==> src/rtl/exmem_arb_pkg.sv <==
// Shared types and constants for the two-port external memory arbiter.
package exmem_arb_pkg;

  localparam int unsigned NPORTS        = 2;
  localparam int unsigned DEFAULT_WIDTH = 32;

  typedef enum logic {
    IDLE   = 1'b0,
    ACCESS = 1'b1
  } state_e;

  typedef logic [$clog2(NPORTS)-1:0] port_idx_t;

endpackage

==> src/rtl/exmem_arbiter_if.sv <==
// Requester-side handshake and memory-side bus of the external memory arbiter.
interface exmem_arbiter_if #(
  parameter int unsigned WIDTH = exmem_arb_pkg::DEFAULT_WIDTH
);

  logic             req0, req1;
  logic             we0, we1;
  logic [WIDTH-1:0] adr0, adr1;
  logic [WIDTH-1:0] wdata0, wdata1;
  logic             gnt0, gnt1;
  logic             rvalid0, rvalid1;
  logic [WIDTH-1:0] rdata;
  logic             memwrite;
  logic [WIDTH-1:0] adr;
  logic [WIDTH-1:0] writedata;
  logic [WIDTH-1:0] memdata;

  modport slave (
    input  req0, req1, we0, we1, adr0, adr1, wdata0, wdata1, memdata,
    output gnt0, gnt1, rvalid0, rvalid1, rdata, memwrite, adr, writedata
  );

  modport master (
    output req0, req1, we0, we1, adr0, adr1, wdata0, wdata1, memdata,
    input  gnt0, gnt1, rvalid0, rvalid1, rdata, memwrite, adr, writedata
  );

endinterface

==> src/rtl/exmem_arb_rr_pick.sv <==
// Combinational 2-way round-robin picker: on a tie the port that did not win last is chosen.
module exmem_arb_rr_pick
  import exmem_arb_pkg::*;
(
  input  logic [NPORTS-1:0] elig,
  input  port_idx_t         last_owner,
  output port_idx_t         winner,
  output logic              any
);

  always_comb begin
    any = |elig;
    if (&elig) begin
      winner = ~last_owner;
    end else if (elig[1]) begin
      winner = 1'b1;
    end else begin
      winner = 1'b0;
    end
  end

endmodule

==> src/rtl/exmem_arbiter.sv <==
// Two-requester arbiter for the single-ported external memory (port 0 = core, port 1 = loader).
// Optional grant counters grants0/grants1 are built when EXMEM_ARB_STATS_EN is defined.
module exmem_arbiter
  import exmem_arb_pkg::*;
#(
  parameter int unsigned WIDTH = DEFAULT_WIDTH
) (
  input  logic        clk,
  input  logic        reset,
  exmem_arbiter_if.slave bus
`ifdef EXMEM_ARB_STATS_EN
  ,
  output logic [31:0] grants0,
  output logic [31:0] grants1
`endif
);

  state_e            state_q, state_d;
  port_idx_t         owner_q, owner_d;
  port_idx_t         last_owner_q, last_owner_d;
  logic [NPORTS-1:0] gnt_q, gnt_d;
  logic [NPORTS-1:0] rvalid_q, rvalid_d;
  logic              memwrite_q, memwrite_d;
  logic [WIDTH-1:0]  adr_q, adr_d;
  logic [WIDTH-1:0]  writedata_q, writedata_d;
  logic [WIDTH-1:0]  rdata_q, rdata_d;

  logic [NPORTS-1:0] elig;
  port_idx_t         winner;
  logic              any;

  // A port whose grant is on the bus right now is not eligible, so a held req is not re-served.
  assign elig = {bus.req1 & ~gnt_q[1], bus.req0 & ~gnt_q[0]};

  exmem_arb_rr_pick u_pick (
    .elig       (elig),
    .last_owner (last_owner_q),
    .winner     (winner),
    .any        (any)
  );

  always_comb begin
    state_d      = IDLE;
    owner_d      = owner_q;
    last_owner_d = last_owner_q;
    gnt_d        = '0;
    rvalid_d     = '0;
    memwrite_d   = 1'b0;
    adr_d        = adr_q;
    writedata_d  = writedata_q;
    rdata_d      = rdata_q;

    if (state_q == ACCESS && !memwrite_q) begin
      rdata_d           = bus.memdata;
      rvalid_d[owner_q] = 1'b1;
    end

    if (any) begin
      state_d        = ACCESS;
      owner_d        = winner;
      last_owner_d   = winner;
      gnt_d[winner]  = 1'b1;
      memwrite_d     = winner ? bus.we1    : bus.we0;
      adr_d          = winner ? bus.adr1   : bus.adr0;
      writedata_d    = winner ? bus.wdata1 : bus.wdata0;
    end
  end

  always_ff @(posedge clk) begin
    if (reset) begin
      state_q      <= IDLE;
      owner_q      <= '0;
      last_owner_q <= 1'b1;
      gnt_q        <= '0;
      rvalid_q     <= '0;
      memwrite_q   <= 1'b0;
      adr_q        <= '0;
      writedata_q  <= '0;
      rdata_q      <= '0;
    end else begin
      state_q      <= state_d;
      owner_q      <= owner_d;
      last_owner_q <= last_owner_d;
      gnt_q        <= gnt_d;
      rvalid_q     <= rvalid_d;
      memwrite_q   <= memwrite_d;
      adr_q        <= adr_d;
      writedata_q  <= writedata_d;
      rdata_q      <= rdata_d;
    end
  end

  assign bus.gnt0      = gnt_q[0];
  assign bus.gnt1      = gnt_q[1];
  assign bus.rvalid0   = rvalid_q[0];
  assign bus.rvalid1   = rvalid_q[1];
  assign bus.rdata     = rdata_q;
  assign bus.memwrite  = memwrite_q;
  assign bus.adr       = adr_q;
  assign bus.writedata = writedata_q;

`ifdef EXMEM_ARB_STATS_EN
  logic [31:0] grants0_q, grants0_d;
  logic [31:0] grants1_q, grants1_d;

  // Counted alongside the registered grant, so the count already includes a grant on the bus.
  always_comb begin
    grants0_d = grants0_q + {31'd0, gnt_d[0]};
    grants1_d = grants1_q + {31'd0, gnt_d[1]};
  end

  always_ff @(posedge clk) begin
    if (reset) begin
      grants0_q <= '0;
      grants1_q <= '0;
    end else begin
      grants0_q <= grants0_d;
      grants1_q <= grants1_d;
    end
  end

  assign grants0 = grants0_q;
  assign grants1 = grants1_q;
`endif

endmodule

==> src/flat_wrapper.sv <==
// flat-port wrapper written by rule: the top's interface ports become plain ports
module exmem_arbiter_flat import exmem_arb_pkg::*;
#(
  parameter int unsigned WIDTH = DEFAULT_WIDTH
)
  (clk, reset, bus_req0, bus_req1, bus_we0, bus_we1, bus_adr0, bus_adr1, bus_wdata0, bus_wdata1, bus_memdata, bus_gnt0, bus_gnt1, bus_rvalid0, bus_rvalid1, bus_rdata, bus_memwrite, bus_adr, bus_writedata);
  exmem_arbiter_if #(.WIDTH(WIDTH)) bus_i ();
  input  logic clk;
  input  logic reset;
  input wire logic [$bits(bus_i.req0)-1:0] bus_req0;
  input wire logic [$bits(bus_i.req1)-1:0] bus_req1;
  input wire logic [$bits(bus_i.we0)-1:0] bus_we0;
  input wire logic [$bits(bus_i.we1)-1:0] bus_we1;
  input wire logic [$bits(bus_i.adr0)-1:0] bus_adr0;
  input wire logic [$bits(bus_i.adr1)-1:0] bus_adr1;
  input wire logic [$bits(bus_i.wdata0)-1:0] bus_wdata0;
  input wire logic [$bits(bus_i.wdata1)-1:0] bus_wdata1;
  input wire logic [$bits(bus_i.memdata)-1:0] bus_memdata;
  output wire logic [$bits(bus_i.gnt0)-1:0] bus_gnt0;
  output wire logic [$bits(bus_i.gnt1)-1:0] bus_gnt1;
  output wire logic [$bits(bus_i.rvalid0)-1:0] bus_rvalid0;
  output wire logic [$bits(bus_i.rvalid1)-1:0] bus_rvalid1;
  output wire logic [$bits(bus_i.rdata)-1:0] bus_rdata;
  output wire logic [$bits(bus_i.memwrite)-1:0] bus_memwrite;
  output wire logic [$bits(bus_i.adr)-1:0] bus_adr;
  output wire logic [$bits(bus_i.writedata)-1:0] bus_writedata;
  assign bus_i.req0 = bus_req0;
  assign bus_i.req1 = bus_req1;
  assign bus_i.we0 = bus_we0;
  assign bus_i.we1 = bus_we1;
  assign bus_i.adr0 = bus_adr0;
  assign bus_i.adr1 = bus_adr1;
  assign bus_i.wdata0 = bus_wdata0;
  assign bus_i.wdata1 = bus_wdata1;
  assign bus_i.memdata = bus_memdata;
  assign bus_gnt0 = bus_i.gnt0;
  assign bus_gnt1 = bus_i.gnt1;
  assign bus_rvalid0 = bus_i.rvalid0;
  assign bus_rvalid1 = bus_i.rvalid1;
  assign bus_rdata = bus_i.rdata;
  assign bus_memwrite = bus_i.memwrite;
  assign bus_adr = bus_i.adr;
  assign bus_writedata = bus_i.writedata;
  exmem_arbiter #(.WIDTH(WIDTH)) u_core (.clk(clk), .reset(reset), .bus(bus_i));
endmodule
==> config.mk <==
export PLATFORM = sky130hd
export DESIGN_NAME = exmem_arbiter_flat
export DESIGN_NICKNAME = d
export VERILOG_FILES = /design/src/rtl/exmem_arb_pkg.sv /design/src/rtl/exmem_arbiter_if.sv /design/src/rtl/exmem_arb_rr_pick.sv /design/src/rtl/exmem_arbiter.sv /design/src/flat_wrapper.sv
export SDC_FILE = /design/constraint.sdc
export NUM_CORES = 1
export LEC_CHECK = 0
export BUFFER_PORTS_ARGS = -buffer_cell sky130_fd_sc_hd__buf_2
export CORE_MARGIN = 8
export CORE_UTILIZATION = 45
export CTS_CLUSTER_SIZE = 40
export DETAILED_ROUTE_END_ITERATION = 8
export PLACE_DENSITY_LB_ADDON = 0.3
export RECOVER_POWER = 25
export SLEW_MARGIN = 20
export SYNTH_ARGS = -nofsm -noshare
export SYNTH_HDL_FRONTEND = slang
export SYNTH_SLANG_ARGS = --single-unit
==> constraint.sdc <==
create_clock -name clk -period 1.7 [get_ports clk]
set_input_delay 0.34 -clock clk [delete_from_list [all_inputs] [get_ports clk]]
set_output_delay 0.34 -clock clk [all_outputs]
set_load 0.05 [all_outputs]
==> After elaboration in Yosys (flattened, before gate mapping) <==
Index checks and enable logic that the tools add are counted.
W data, S select, Z words.
{ "totals": {"mem_bits_ro": 0, "regBits": 104, "ram_bits": 0, "memories": 0, "output_inout_bits": 101, "latch_bits": 0, "wordCells": 38} }
{ "classes": {"magnitude_cmp": 4, "n_reduce_logical": 8, "n_mux": 10, "bitwise": 7, "add_sub_neg": 0, "shift": 0, "n_mul": 0, "n_eq_ne": 0, "div_mod_pow": 0} }
{ "ops": {"columns": ["op", "count"], "rows": [
  ["$mux W32", 2],
  ["$mux W1", 6],
  ["$reduce_or A2 Y1", 3],
  ["$not A1 Y1", 5],
  ["$lt A1 B2 Y1 const B", 2],
  ["$logic_and A1 B1 Y1", 3],
  ["$and A1 B1 Y1", 2],
  ["$demux W1 S1", 2],
  ["$ge A1 B1 Y1 const B", 2],
  ["$reduce_and A2 Y1", 1],
  ["$logic_not A1 Y1", 1]
]} }

==> Longest topological paths before layout <==
Gate-level depths: netlist of the first run.
{ "logic_depth": {"ltp_word": 8, "mapped_depth": 6, "ltp_nobuf": 3} }

==> By module <==
Synthesis of the first run repeated with hierarchy kept, for this count alone.
{ "unflattened": {"cells_unflattened": 454, "hier_area_um2": 4200.3} }
{ "modules_own_cells": {"columns": ["mod", "area_each_um2", "cells_each", "n_inst"], "rows": [
  ["exmem_arbiter", 4186.5, 452, 1],
  ["exmem_arb_rr_pick", 13.8, 2, 1]
]} }

==> Worst setup path after synthesis of the first run <==
OpenSTA, ideal clock, no wires.
{ "synth_timing": {"kind": "reg-to-reg", "startpoint": "register u_core.gnt_q[0]", "endpoint": "register u_core.writedata_q[10] (netlist: u_core.bus.writedata[10])", "path_slack_ns": -0.067, "arrival_ns": 1.646, "synth_period_minus_slack_ns": 1.767, "path_stages_with_launch": 7, "n_path_buf": 3, "path_cell_list": "dfxtp_1 -> nand2b_1 -> buf_2 -> buf_2 -> buf_2 -> a21oi_1 -> a221o_1"} }
{ "synth_between": {"elab_chain_len": 5} }
{ "synth_rtl": {"columns": ["element", "line", "text"], "rows": [
  ["start, declared", "exmem_arbiter.sv:21", "logic [NPORTS-1:0] gnt_q, gnt_d;"],
  ["start signal, assigned", "exmem_arbiter.sv:84", "gnt_q <= gnt_d;"],
  ["$not A1 Y1 *", "exmem_arbiter.sv:33", "assign elig = {bus.req1 & ~gnt_q[1], bus.req0 & ~gnt_q[0]};"],
  ["$and A1 B1 Y1 *", "exmem_arbiter.sv:33", null],
  ["$reduce_and A2 Y1", "exmem_arb_rr_pick.sv:13", "if (&elig) begin"],
  ["$mux W1", "exmem_arb_rr_pick.sv:13", null],
  ["$mux W32", "exmem_arbiter.sv:65", "writedata_d = winner ? bus.wdata1 : bus.wdata0;"],
  ["end signal, assigned", "exmem_arbiter.sv:88", "writedata_q <= writedata_d;"],
  ["end, declared", "exmem_arbiter.sv:25", "logic [WIDTH-1:0] writedata_q, writedata_d;"]
]} }
Mark *: on every way between the ends. The rest lies on a longest branch, timed or not.
A chain may end at the register's enable or synchronous reset.

==> Worst setup path in the final report of the first run <==
{ "layout_timing": {"startpoint": "register u_core.gnt_q[1]", "endpoint": "register u_core.writedata_q[9] (netlist: u_core.bus.writedata[9])"} }
{ "layout_between": {"elab_chain_len": 5} }
{ "layout_rtl": {"columns": ["element", "line"], "rows": [
  ["$not A1 Y1 *", "exmem_arbiter.sv:33"],
  ["$and A1 B1 Y1 *", "exmem_arbiter.sv:33"],
  ["$mux W1 / $reduce_and A2 Y1 (equally long branches)", "exmem_arb_rr_pick.sv:15, exmem_arb_rr_pick.sv:13"],
  ["$mux W1", "exmem_arb_rr_pick.sv:13"],
  ["$mux W32", "exmem_arbiter.sv:65"]
]} }
Marked as above.

==> results by stage, run 1 <==
Status:
- The flow ran to the end, and the final reports show no timing, DRC or antenna violations.

Timing:
- The clock period minus final worst setup slack is 1.60 ns.
- The slew of the pin with the lowest slew margin is 0.620 ns.
- The number of failing hold endpoints at the final stage was 0.
- Between clock sinks in the finished design, the worst skew comes to 0.0124 ns.
- On the final layout, the worst hold slack is 0.187 ns.
- The fmax is 0.626 GHz.
- Setup violations remaining at the end of the flow were counted as 0.
- Setup repair after global routing left no endpoint under its margin.
- Headroom to the max-slew limit came out at 58.8%.
- The final critical path takes up 93.9% of the cycle.
- The count of pins over their slew limit is 0.

Clocking:
- At the later pin of the worst-skew pair, clock insertion delay measures 0.36 ns.
- In this run, post-CTS repair resized a total of 0 instances.
- TritonCTS built the clock tree.
- The root cell of the clock tree is sky130_fd_sc_hd__clkbuf_8.
- The maximum buffer depth of the clock tree is 2.
- The number of CTS-inserted buffers is 9.
- Post-CTS timing repair inserted 0 buffers for setup.
- The H-tree generated during clock tree synthesis spans 3 levels.
- The number of sinks handled by clock tree synthesis is 104.
- The hold buffer count at CTS is 0.
- Clock-pin slew was measured on the worst setup and hold paths at 0.10 ns.

Setup path:
- In this run the critical register-to-register path is launched from u_core.gnt_q[1].
- The kind of start point of the critical path is a register.
- The minimum setup slack among reg-to-reg paths is 0.10 ns.
- STA classifies the critical path endpoint as a register.
- In this run the worst path has a maximum fanout of 64.
- Traced cell by cell, the critical path runs through and2b_4, nor3b_2, buf_12, a221o_1.
- The data arrival at the endpoint of the critical path is 1.85 ns.
- The critical path class is register to register.
- The worst path required time is 1.95 ns.
- The longest individual stage delay on the worst path is 0.41 ns.
- The start point of the critical path is u_core.gnt_q[1].
- The cell at the slowest stage of the critical path is sky130_fd_sc_hd__and2b_4.

Global route:
- After global routing the overflow that remains totals 0.
- The number of antenna violations at the first check in global routing is 2.
- The number of global-route vias before repair came to 5114.
- The global router's overall resource usage is 21.4%.
- The first global-routing pass estimated 25600 um of wire.
- Entering global routing, the biggest net connects 87 pins.

Pwr:
- The cell area power density is 988 nW/um2.
- Combinational logic is responsible for 30.1% of the overall power.
- The worst-case IR drop observed on VDD is 0.549 mV.
- In this run, flip-flops and latches consume 43.2% of the power.
- The total power consumption of the routed design is 6.46 mW.
- The standby leakage power is 3.21 nW.
- The switching fraction of total power is 35.9%.
- The switching power of the nets is 2.32 mW.
- The part of the total power dissipated in the clock network is 26.7%.
- The internal portion of the total power is 4.14 mW.

Route:
- Once detail routing completed, the nets flagged for antenna violations numbered 0.
- The number of DRC markers after the initial detailed-route iteration is 354.
- For this block, the via count after detailed routing is 5119.
- After detailed routing, the number of vias per cell comes to 5.59.
- The final wirelength is 16400 um.
- The length of the first detailed-routing pass in iterations is 4.
- For this run, design rule violations remaining after detail routing come to 0.
- After detailed routing, the average wire length per cell comes to 17.9 um.

Floorplanning:
- The initial utilization of the core area, before any placement, comes to 45.7%.
- Row generation in the floorplan step produced 38 rows.
- The vertical extent of the die is 121 um.
- The die footprint is 14600 um2.
- The area of the core is 10800 um2.
- The die boundary width is 121 um.
- 267 I/O pins were placed.

Final layout:
- The library cell used most frequently in the layout, excluding fill and tap cells, is sky130_fd_sc_hd__buf_2.
- The multi-input combinational cells in the finished layout cover a total of 2530 um2.
- The sequential standard cell area is 2080 um2.
- Relative to the synthesized area, the layout overhead comes to 32.6%.
- After the last flow step, the layout net total stands at 936.
- The ratio of cells with drive above 1 in the final layout is 37.8%.
- Leaving out fill and tap cells, the most frequent cells in the layout are sky130_fd_sc_hd__buf_2, sky130_fd_sc_hd__dfxtp_1, sky130_fd_sc_hd__a21oi_1, sky130_fd_sc_hd__nand2_1, sky130_fd_sc_hd__nand2b_1.
- The filler cell count is 970.

Run:
- The max-capacitance violation count is 0.

Hold path:
- The worst hold path class is input port to register.
- The startpoint identified for the worst hold timing path is bus_we0.

Logic synthesis:
- Synthesis produced a netlist whose cell count is 545.
- The synthesized design contains 104 register bits.
- Yosys printed 0 warnings.
- Dividing the synthesized area by the synthesized cell count gives 9.05 um2.
- When the netlist entered floorplanning its net count stood at 711.
- The sequential-to-total area share from yosys stat is 42.2%.
- The netlist area before placement is 4930 um2.
- The distinct cell type count after synthesis is 19.

Placement:
- In this run the tool buffered the top-level ports with 266 buffer cells.
- Summed over all nets, the half-perimeter wirelength after detailed placement is 12000 um.
- The global placement routability congestion is 0.831.
==> cell families (layout without fill, tap and decap cells) <==
kind of cell           after synthesis  count (layout)  share of synthesized area, %
and+or+nand+nor                    206             206                          27.6
other                                0               1                             0
DFF                                104             104                          42.2
AOI/OAI and AO/OA                  165             165                          23.4
buffers and inverters               70             300                          6.82
==> path summary, 6_finish.rpt <==
kind,endpoint,cells past startpoint
setup / recovery,u_core.bus.writedata[9],4
hold / removal,u_core.bus.memwrite,2
setup reg to reg,u_core.bus.writedata[9],4
hold reg to reg,u_core.rvalid_q[0],1
==> registers in the layout, summed over array words and instances, names as in the netlist <==
register              cells
u_core.owner_q            1
u_core.bus.writedata     32
u_core.last_owner_q       1
u_core.bus.rdata         32
u_core.bus.memwrite       1
u_core.bus.adr           32
u_core.state_q            1
u_core.gnt_q              2
u_core.rvalid_q           2
==> metal layers <==
layer  vias up  wire (um)  track usage (%)
li1       2464          -                -
met1      2355       6640             25.0
met2       266       7710             34.9
met3        32       1670             7.18
met4         2        368             9.52
met5         -          8                0
==> stage by stage <==
stage	instance area [um2]	worst slack [ns]	util, %	std cells	setup TNS (ns)
floorplan	4940	0.0996	-	545	0
global placement	6330	0.0278	58.7	899	0
detailed placement	6330	-0.00255	58.7	899	-0.00255
CTS	6560	0.0597	60.8	915	0
global route	6540	0.0667	60.6	916	0
finish	6540	0.103	60.6	916	0
==> critical path: cells and delay by family (launching register included) <==
| family | cells | cell delay, ns |
|---|---|---|
| and+or+nand+nor | 2 | 0.51 |
| AOI/OAI and AO/OA | 1 | 0.38 |
| buffers and inverters | 1 | 0.21 |
| DFF | 1 | 0.34 |
==> Yosys cell counts <==
| cell type | instances | share of area, % |
|---|---|---|
| sky130_fd_sc_hd__nor3_1 | 1 | 0.10 |
| sky130_fd_sc_hd__nor2b_1 | 1 | 0.13 |
| sky130_fd_sc_hd__nand2b_1 | 68 | 8.6 |
| sky130_fd_sc_hd__a211oi_1 | 1 | 0.15 |
| sky130_fd_sc_hd__dfxtp_1 | 104 | 42 |
| sky130_fd_sc_hd__buf_2 | 14 | 1.4 |
| sky130_fd_sc_hd__nand2_1 | 67 | 5.1 |
| sky130_fd_sc_hd__nor3b_1 | 2 | 0.30 |
| sky130_fd_sc_hd__buf_4 | 1 | 0.15 |
| sky130_fd_sc_hd__and2b_1 | 1 | 0.15 |
| sky130_fd_sc_hd__clkbuf_1 | 47 | 3.6 |
| sky130_fd_sc_hd__nor2_1 | 1 | 0.076 |
| sky130_fd_sc_hd__buf_6 | 7 | 1.6 |
| sky130_fd_sc_hd__a21oi_1 | 99 | 10 |
| sky130_fd_sc_hd__inv_1 | 1 | 0.076 |
| sky130_fd_sc_hd__a221o_1 | 64 | 13 |
| sky130_fd_sc_hd__and4b_1 | 64 | 13 |
| sky130_fd_sc_hd__nand3b_1 | 1 | 0.15 |
| sky130_fd_sc_hd__o2bb2ai_1 | 1 | 0.18 |
==> power groups by stage <==
stage                     logic (mW)  registers, mW  clock network (mW)
final                           1.95           2.79                1.72
after global routing            2.07           2.82                1.86
after CTS                       1.96           2.79                1.76
after detailed placement        1.96           2.84                   0
after global placement          1.93           2.84                   0
after floorplan                0.620           3.57                   0
==> cell type report <==
cell class | count | share of cell area (%)
Clock buffer | 10 | 2.10
Timing Repair Buffer | 283 | 23.2
Tap cell | 140 | 2.68
Antenna cell | 1 | 0.0382
Clock inverter | 6 | 1.38
Multi-Input combinational cell | 371 | 38.7
Sequential cell | 104 | 31.9
Inverter | 1 | 0.0574
Power figures use the tool's default switching activity.
==> run 2, diff against run 1 <==
==> constraint.sdc (replaced) <==
create_clock -name clk -period 1.7 [get_ports clk]
set_input_delay 0.34 -clock clk [delete_from_list [all_inputs] [get_ports clk]]
set_output_delay 0.34 -clock clk [all_outputs]
set_load 0.1 [all_outputs]
==> run 2 against run 1 <==
Effect of this change:
- via count is 0.55% higher
- global-route usage fell by 0.070 points
- sequential share of layout area is 0.10 points higher
- die area unchanged
- register-to-register slack better by 0.097 ns
- worst hold slack got worse by 0.0027 ns
- utilization shrank 0.16 points
- cell area fell by 0.27%
- non-clock buffer count rose by 2
- clock skew about the same
- cell count is 0.11% higher
- critical endpoint is now bus_adr[20]
==> results by stage, run 2 (synthesized netlist as in run 1, its figures left out) <==
Status:
- The flow ran to the end, and the final reports show no timing, DRC or antenna violations.

Final layout:
- The layout overhead on the synthesized area is 32.3%.
- Fill cells in the final layout number 925.
- The most common cell after layout, fill and taps aside is sky130_fd_sc_hd__buf_2.
- For this run, the post-layout net count is 938.
- The ratio of cells with drive above 1 in the final layout is 39.4%.
- The top cell types in the final layout, fill and taps aside, are sky130_fd_sc_hd__buf_2, sky130_fd_sc_hd__dfxtp_1, sky130_fd_sc_hd__a21oi_1, sky130_fd_sc_hd__nand2_1, sky130_fd_sc_hd__nand2b_1.
- The count of antenna diodes in the layout is 0.
- After routing the design area is 6530 um2.

Clocking:
- At the later pin of the worst-skew pair, clock insertion delay measures 0.37 ns.
- After clock tree synthesis, the clock-pin slew on the worst setup and hold paths is 0.10 ns.
- TritonCTS created 9 clock buffers.
- TritonCTS built the clock tree.
- The hold buffer count at CTS is 0.
- The root cell of the clock tree is sky130_fd_sc_hd__clkbuf_8.
- CTS saw 104 sinks.
- The clock tree synthesis step divided the H-tree into 3 levels.
- The number of instances resized during post-cts repair is 0.
- No sink is reached through more buffers than the 2 on the longest clock path.
- The number of setup buffers added after CTS is 0.

Setup path:
- The maximum fanout along the worst path is 2.
- For this run, the slowest stage of the critical path takes 0.45 ns.
- By startpoint and endpoint, the worst setup path is classified as register to output pin.
- Data arrives at the worst endpoint at 1.19 ns.
- STA classifies the critical path startpoint as a register.
- Grouping stages by cell kind, the critical path spends the most delay in buffers and inverters.
- The buffer and inverter count on the worst path is 1.
- The critical path goes through buf_2.
- For this design, the slowest cell found on the critical path is sky130_fd_sc_hd__buf_2.
- STA classifies the critical path endpoint as an output pin.
- The worst path required time is 1.36 ns.

Floorplanning:
- The die boundary width is 121 um.
- The floorplan step set the die height to 121 um.
- The area of the core is 10800 um2.
- The number of placement rows is 38.
- In this run the count of I/O pins placed on the die edge is 267.
- For this configuration, the core starts out at a cell density of 45.7%.
- The die footprint is 14600 um2.

Pwr:
- For this design the total switching power over the nets is 3.14 mW.
- The combinational power share is 39.8%.
- For this design the static power due to leakage is 3.24 nW.
- The switching fraction of total power is 45.2%.
- The cell area power density is 1070 nW/um2.
- The worst-case IR drop observed on VDD is 0.480 mV.
- The internal power consumption is 3.81 mW.
- Registers are responsible for 40.1% of the overall power.
- Overall power consumption after layout is estimated at 6.95 mW.
- The part of the total power dissipated in the clock network is 20.1%.

Route:
- Across all layers, the routed design uses 5147 vias.
- The mean routed wirelength per cell is 17.9 um.
- The remaining number of nets flagged by the antenna check after routing is 0.
- The mean number of vias per cell is 5.61.
- Summed over all layers, the routed wires come to 16400 um.
- The length of the first detailed-routing pass in iterations is 5.
- For this run, design rule violations remaining after detail routing come to 0.
- For this block, the initial DRC count from the detailed router was 486.

Global route:
- The met3 usage in global routing is 5.45%.
- The met2 usage in global routing is 36.3%.
- After global routing, the most crowded layer is met2.
- The number of global-route vias before repair is 5191.
- Global routing consumed, on the met1 layer, 25.0% of the routing resources.
- Summed over all layers, the global routing overflow is 0.
- The global router's overall resource usage is 21.3%.
- The global-route wire length before repair is 25600 um.
- The number of antenna violations at the first check in global routing is 0.
- Entering global routing, the biggest net connects 69 pins.

Timing:
- The number of failing hold endpoints at the final stage was 0.
- Setup repair after global routing left no endpoint under its margin.
- The post-route setup TNS is 0 ns.
- Subtracting the final worst setup slack from the clock period gives 1.53 ns.
- Of the available clock period, the critical path in the final layout requires 90.1%.
- The fmax is 0.653 GHz.
- The count of pins over their slew limit came to 0.
- In this run the tightest slew margin relative to its limit is 61.9%.
- On the final layout, the worst clock skew is 0.0122 ns.
- After layout, the worst setup slack is 0.168 ns.
- Setup violations remaining at the end of the flow were counted as 0.
- For the pin with the worst max-slew slack, the measured transition is 0.574 ns.

Placement:
- Summing all placed instances gives a cell area of 6360 um2.
- The sum of net half-perimeters after detailed placement is 12100 um.
- At the placement stage, the worst setup path has a slack of 0.145 ns.
- The count of input and output buffers is 266.
- The global placement routability congestion is 0.785.

Run:
- Across the run, the number of max-cap violations was 0.

Hold path:
- The worst hold path class is input port to register.
## run 2: changes by cell type in the layout (fill, tap and decap cells not counted), moves of 2 or more
cell                         before  now
sky130_fd_sc_hd__clkbuf_1        14    1
sky130_fd_sc_hd__clkbuf_2         1   13
sky130_fd_sc_hd__buf_2          251  254
sky130_fd_sc_hd__bufinv_16        2    0
sky130_fd_sc_hd__clkinvlp_4       1    3
sky130_fd_sc_hd__dfxtp_2          2    0
## run 2: path summary, 6_finish.rpt
path                         endpoint  slack, ns            startpoint  cells past startpoint
max                       bus_adr[20]       0.17    u_core.bus.adr[20]                      1
min               u_core.bus.memwrite       0.18               bus_we0                      2
max reg2reg  u_core.bus.writedata[13]       0.20       u_core.gnt_q[0]                      4
min reg2reg      u_core.bus.rdata[31]       0.46  u_core.bus.rdata[31]                      2
## run 2: metal layers
layer  wire length (um)  vias up
met4                340        0
met2               8150      282
met3               1500       28
met1               6440     2366
met5                  0        -
li1                   -     2471
## run 2: layout make-up
type / count / area, um2 / share of cell area (%)
inverters: 1 / 3.75 / 0.0575
repair buffers: 285 / 1560 / 23.9
clock buffers: 10 / 128 / 1.96
multi-input cells: 371 / 2530 / 38.8
clock inverters: 6 / 45.0 / 0.690
well taps: 140 / 175 / 2.68
flip-flops and latches: 104 / 2090 / 32.0
## run 2: through the flow
step	std cells	hold slack [ns]	util (%)
2_1_floorplan	545	0.416	-
3_3_place_gp	901	0.431	59.0
3_5_place_dp	901	0.441	59.0
4_1_cts	917	0.160	60.6
5_1_grt	917	0.178	60.5
6_report	917	0.185	60.5
## run 2: power groups by stage
stage	sequential, mW	clock (mW)	combinational, mW
after floorplan	4.38	0	0.622
after detailed placement	2.83	0	2.78
after CTS	2.78	1.43	2.78
final	2.79	1.40	2.77
after global placement	2.83	0	2.74
after global routing	2.81	1.52	2.88
==> run 3, diff against run 2 <==
--- a/config.mk
+++ b/config.mk
@@ -5,11 +5,11 @@
 export SDC_FILE = /design/constraint.sdc
 export NUM_CORES = 1
 export LEC_CHECK = 0
-export BUFFER_PORTS_ARGS = -buffer_cell sky130_fd_sc_hd__buf_2
 export CORE_MARGIN = 8
-export CORE_UTILIZATION = 45
-export CTS_CLUSTER_SIZE = 40
+export CORE_UTILIZATION = 60
+export CTS_CLUSTER_SIZE = 8
 export DETAILED_ROUTE_END_ITERATION = 8
+export DONT_BUFFER_PORTS = 1
 export PLACE_DENSITY_LB_ADDON = 0.3
 export RECOVER_POWER = 25
 export SLEW_MARGIN = 20
==> run 3 against run 2 <==
Effect of this change:
- worst setup slack better by 0.032 ns
- first-iteration DRC count decreased by 17%
- worst hold slack lost 0.086 ns
- combinational power shrank 4%
- maximum frequency grew 2.2%
- non-clock buffer count decreased by 168
- clock power rose by 11%
- via count shrank 13%
- cell count shrank 21%
- critical path depth grew 3
- flip-flop and latch count unchanged
- critical endpoint is now u_core.bus.writedata[20]
- largest cell class unchanged
- highest routed layer unchanged
==> results by stage, run 3 (synthesized netlist as in run 1, its figures left out) <==
Clocking:
- The root cell of the clock tree is sky130_fd_sc_hd__clkbuf_8.
- Counting along the longest clock path gives a buffer depth of 2.
- The H-tree level count is 3.
- The number of setup buffers added after CTS is 0.
- The clock tree from TritonCTS is done.
- Once the clock tree was built, the resizer swapped 0 gates to a different size.
- The clock input transition at the sequential cells of the worst setup and hold paths is 0.09 ns.
- The clock net in this run drives a total of 104 sinks.
- Counting the buffers created by CTS gives 9.
- Hold repair after CTS inserted 0 buffers.
- The latest clock arrival within the worst-skew pair is 0.36 ns.

Global route:
- The total grt overflow is 0.
- In this run the most used layer during global routing was met2.
- Entering global routing, the biggest net connects 170 pins.
- The global router's overall resource usage is 24.9%.
- Global routing used 42.0% of the available met2 tracks.
- The global-route wire length before repair is 23100 um.
- The met1 demand-to-capacity share in global routing is 26.5%.
- The number of global-route vias before repair is 4337.
- Global routing consumed, on the met3 layer, 9.30% of the routing resources.
- The number of antenna violations at the first check in global routing is 8.

Final layout:
- The most common cell after layout, fill and taps aside is sky130_fd_sc_hd__dfxtp_1.
- Registers take 2090 um2.
- The ratio of cells with drive above 1 in the final layout is 23.2%.
- The filler cell count is 604.
- The library cells used most frequently in the layout, excluding fill and tap cells, are sky130_fd_sc_hd__dfxtp_1, sky130_fd_sc_hd__buf_4, sky130_fd_sc_hd__a21oi_1, sky130_fd_sc_hd__nand2_1, sky130_fd_sc_hd__nand2b_1.
- The area of all placed cells without fillers is 5870 um2.
- The layout overhead on the synthesized area is 18.9%.
- The area used by multi-input combinational logic is 2530 um2.
- The net total in the final layout is 770.

Timing:
- The final clock skew is 0.0188 ns.
- The clock period could shrink to 1.50 ns.
- The post-route setup TNS is 0 ns.
- The count of endpoints failing setup in the final report is 0.
- The relative slew slack is 58.2%.
- Final hold analysis gives a worst-case slack of 0.0981 ns.
- Dividing the final minimum period by the clock period gives 88.2%.
- Setup repair after global routing left no endpoint under its margin.
- The count of pins over their slew limit is 0.
- The slew of the pin with the lowest slew margin is 0.627 ns.
- The fmax is 0.667 GHz.
- The number of failing hold endpoints at the final stage was 0.
- In the post-route analysis, the smallest setup slack over all paths is 0.201 ns.

Hold path:
- The tightest min-delay check is of the input port to register type.
- The startpoint identified for the worst hold timing path is bus_we0.

Route:
- The mean routed wirelength per cell is 20.9 um.
- The mean number of vias per cell is 6.16.
- The remaining number of nets flagged by the antenna check after routing is 0.
- The length of the first detailed-routing pass in iterations is 5.
- The final route contains 4456 vias.
- The number of DRC markers after the initial detailed-route iteration is 404.
- After detailed routing, the total wire length is 15100 um.
- The DRC violation count after routing is 0.

Setup path:
- The worst setup path is of the register to register kind.
- The worst path required time is 1.94 ns.
- The startpoint of the lowest-slack register-to-register path is u_core.gnt_q[1].
- The critical path goes through and2b_2, nor3b_2, buf_4, a221o_1.
- The capturing element type of the critical path is a register.
- The longest individual stage delay on the worst path is 0.36 ns.
- The cell at the slowest stage of the critical path is sky130_fd_sc_hd__and2b_2.
- The kind of start point of the critical path is a register.
- Tracing the worst setup path back leads to its startpoint at u_core.gnt_q[1].
- At the worst endpoint, the arrival time is 1.74 ns.
- Along the worst path, the maximum fanout reaches 19.

Pwr:
- The maximum resistive drop on vdd is 0.609 mV.
- Dividing total power by cell area gives a power density of 1190 nW/um2.
- For this design the static power due to leakage is 2.59 nW.

Floorplanning:
- In this run the standard cell core region covers 8090 um2.
- The floorplan step set the die width to 107 um.
- The number of placed I/O pins is 267.
- The die footprint is 11400 um2.
- The number of placement rows is 33.
- The initial utilization of the core area, before any placement, comes to 61.0%.
- The vertical extent of the die is 107 um.

Placement:
- The wire-length estimate of the detail-placed layout is 11200 um.
- The global placement routability congestion is 0.767.
- Summing all placed instances gives a cell area of 5670 um2.
- The pre-CTS worst setup slack is 0.212 ns.
- Input and output buffers added on the ports amount to 0.

Run:
- Max-cap violations in this run came to 0.

Status:
- The flow ran to the end, and the final reports show no timing, DRC or antenna violations.
-- run 3: per-stage QoR --
stage	power, mW	cells	util (%)
6_report	6.97	723	72.5
3_5_place_dp	5.49	698	70.1
5_1_grt	7.21	723	72.5
4_1_cts	7.01	714	72.6
2_1_floorplan	5.00	545	-
3_3_place_gp	5.44	698	70.1
-- run 3: metal layers --
layer | vias to the layer above | routed length, um
met5 | - | 0
met4 | 0 | 566
met3 | 39 | 1490
met2 | 235 | 7560
met1 | 2037 | 5510
li1 | 2145 | -
-- run 3: worst max-delay path: cells and delay by family, from the launching register on --
kind            cells  cell delay (ns)
compound gates      1             0.36
simple gates        2             0.47
buf+inv             1             0.22
flops               1             0.35
-- run 3: path summary, 6_finish.rpt --
path	cells after the start	endpoint	slack, ns
worst max-delay path	4	u_core.bus.writedata[20]	0.20
worst min register to register	1	u_core.rvalid_q[0]	0.44
worst min-delay path	1	u_core.bus.memwrite	0.1
worst max register to register	4	u_core.bus.writedata[20]	0.20
-- run 3: cell type report --
cell class,instances,area share [%]
Clock buffer,9,2.11
Tap cell,105,2.24
Clock inverter,7,1.37
Multi-Input combinational cell,371,43.2
Antenna cell,9,0.384
Inverter,1,0.0640
Timing Repair Buffer,117,15.1
Sequential cell,104,35.6
-- run 3: power breakdown --
group          switching (mW)  internal (mW)  total [mW]
combinational            2.10          0.571        2.67
clock                   0.867          0.694        1.56
sequential             0.0788           2.66        2.74
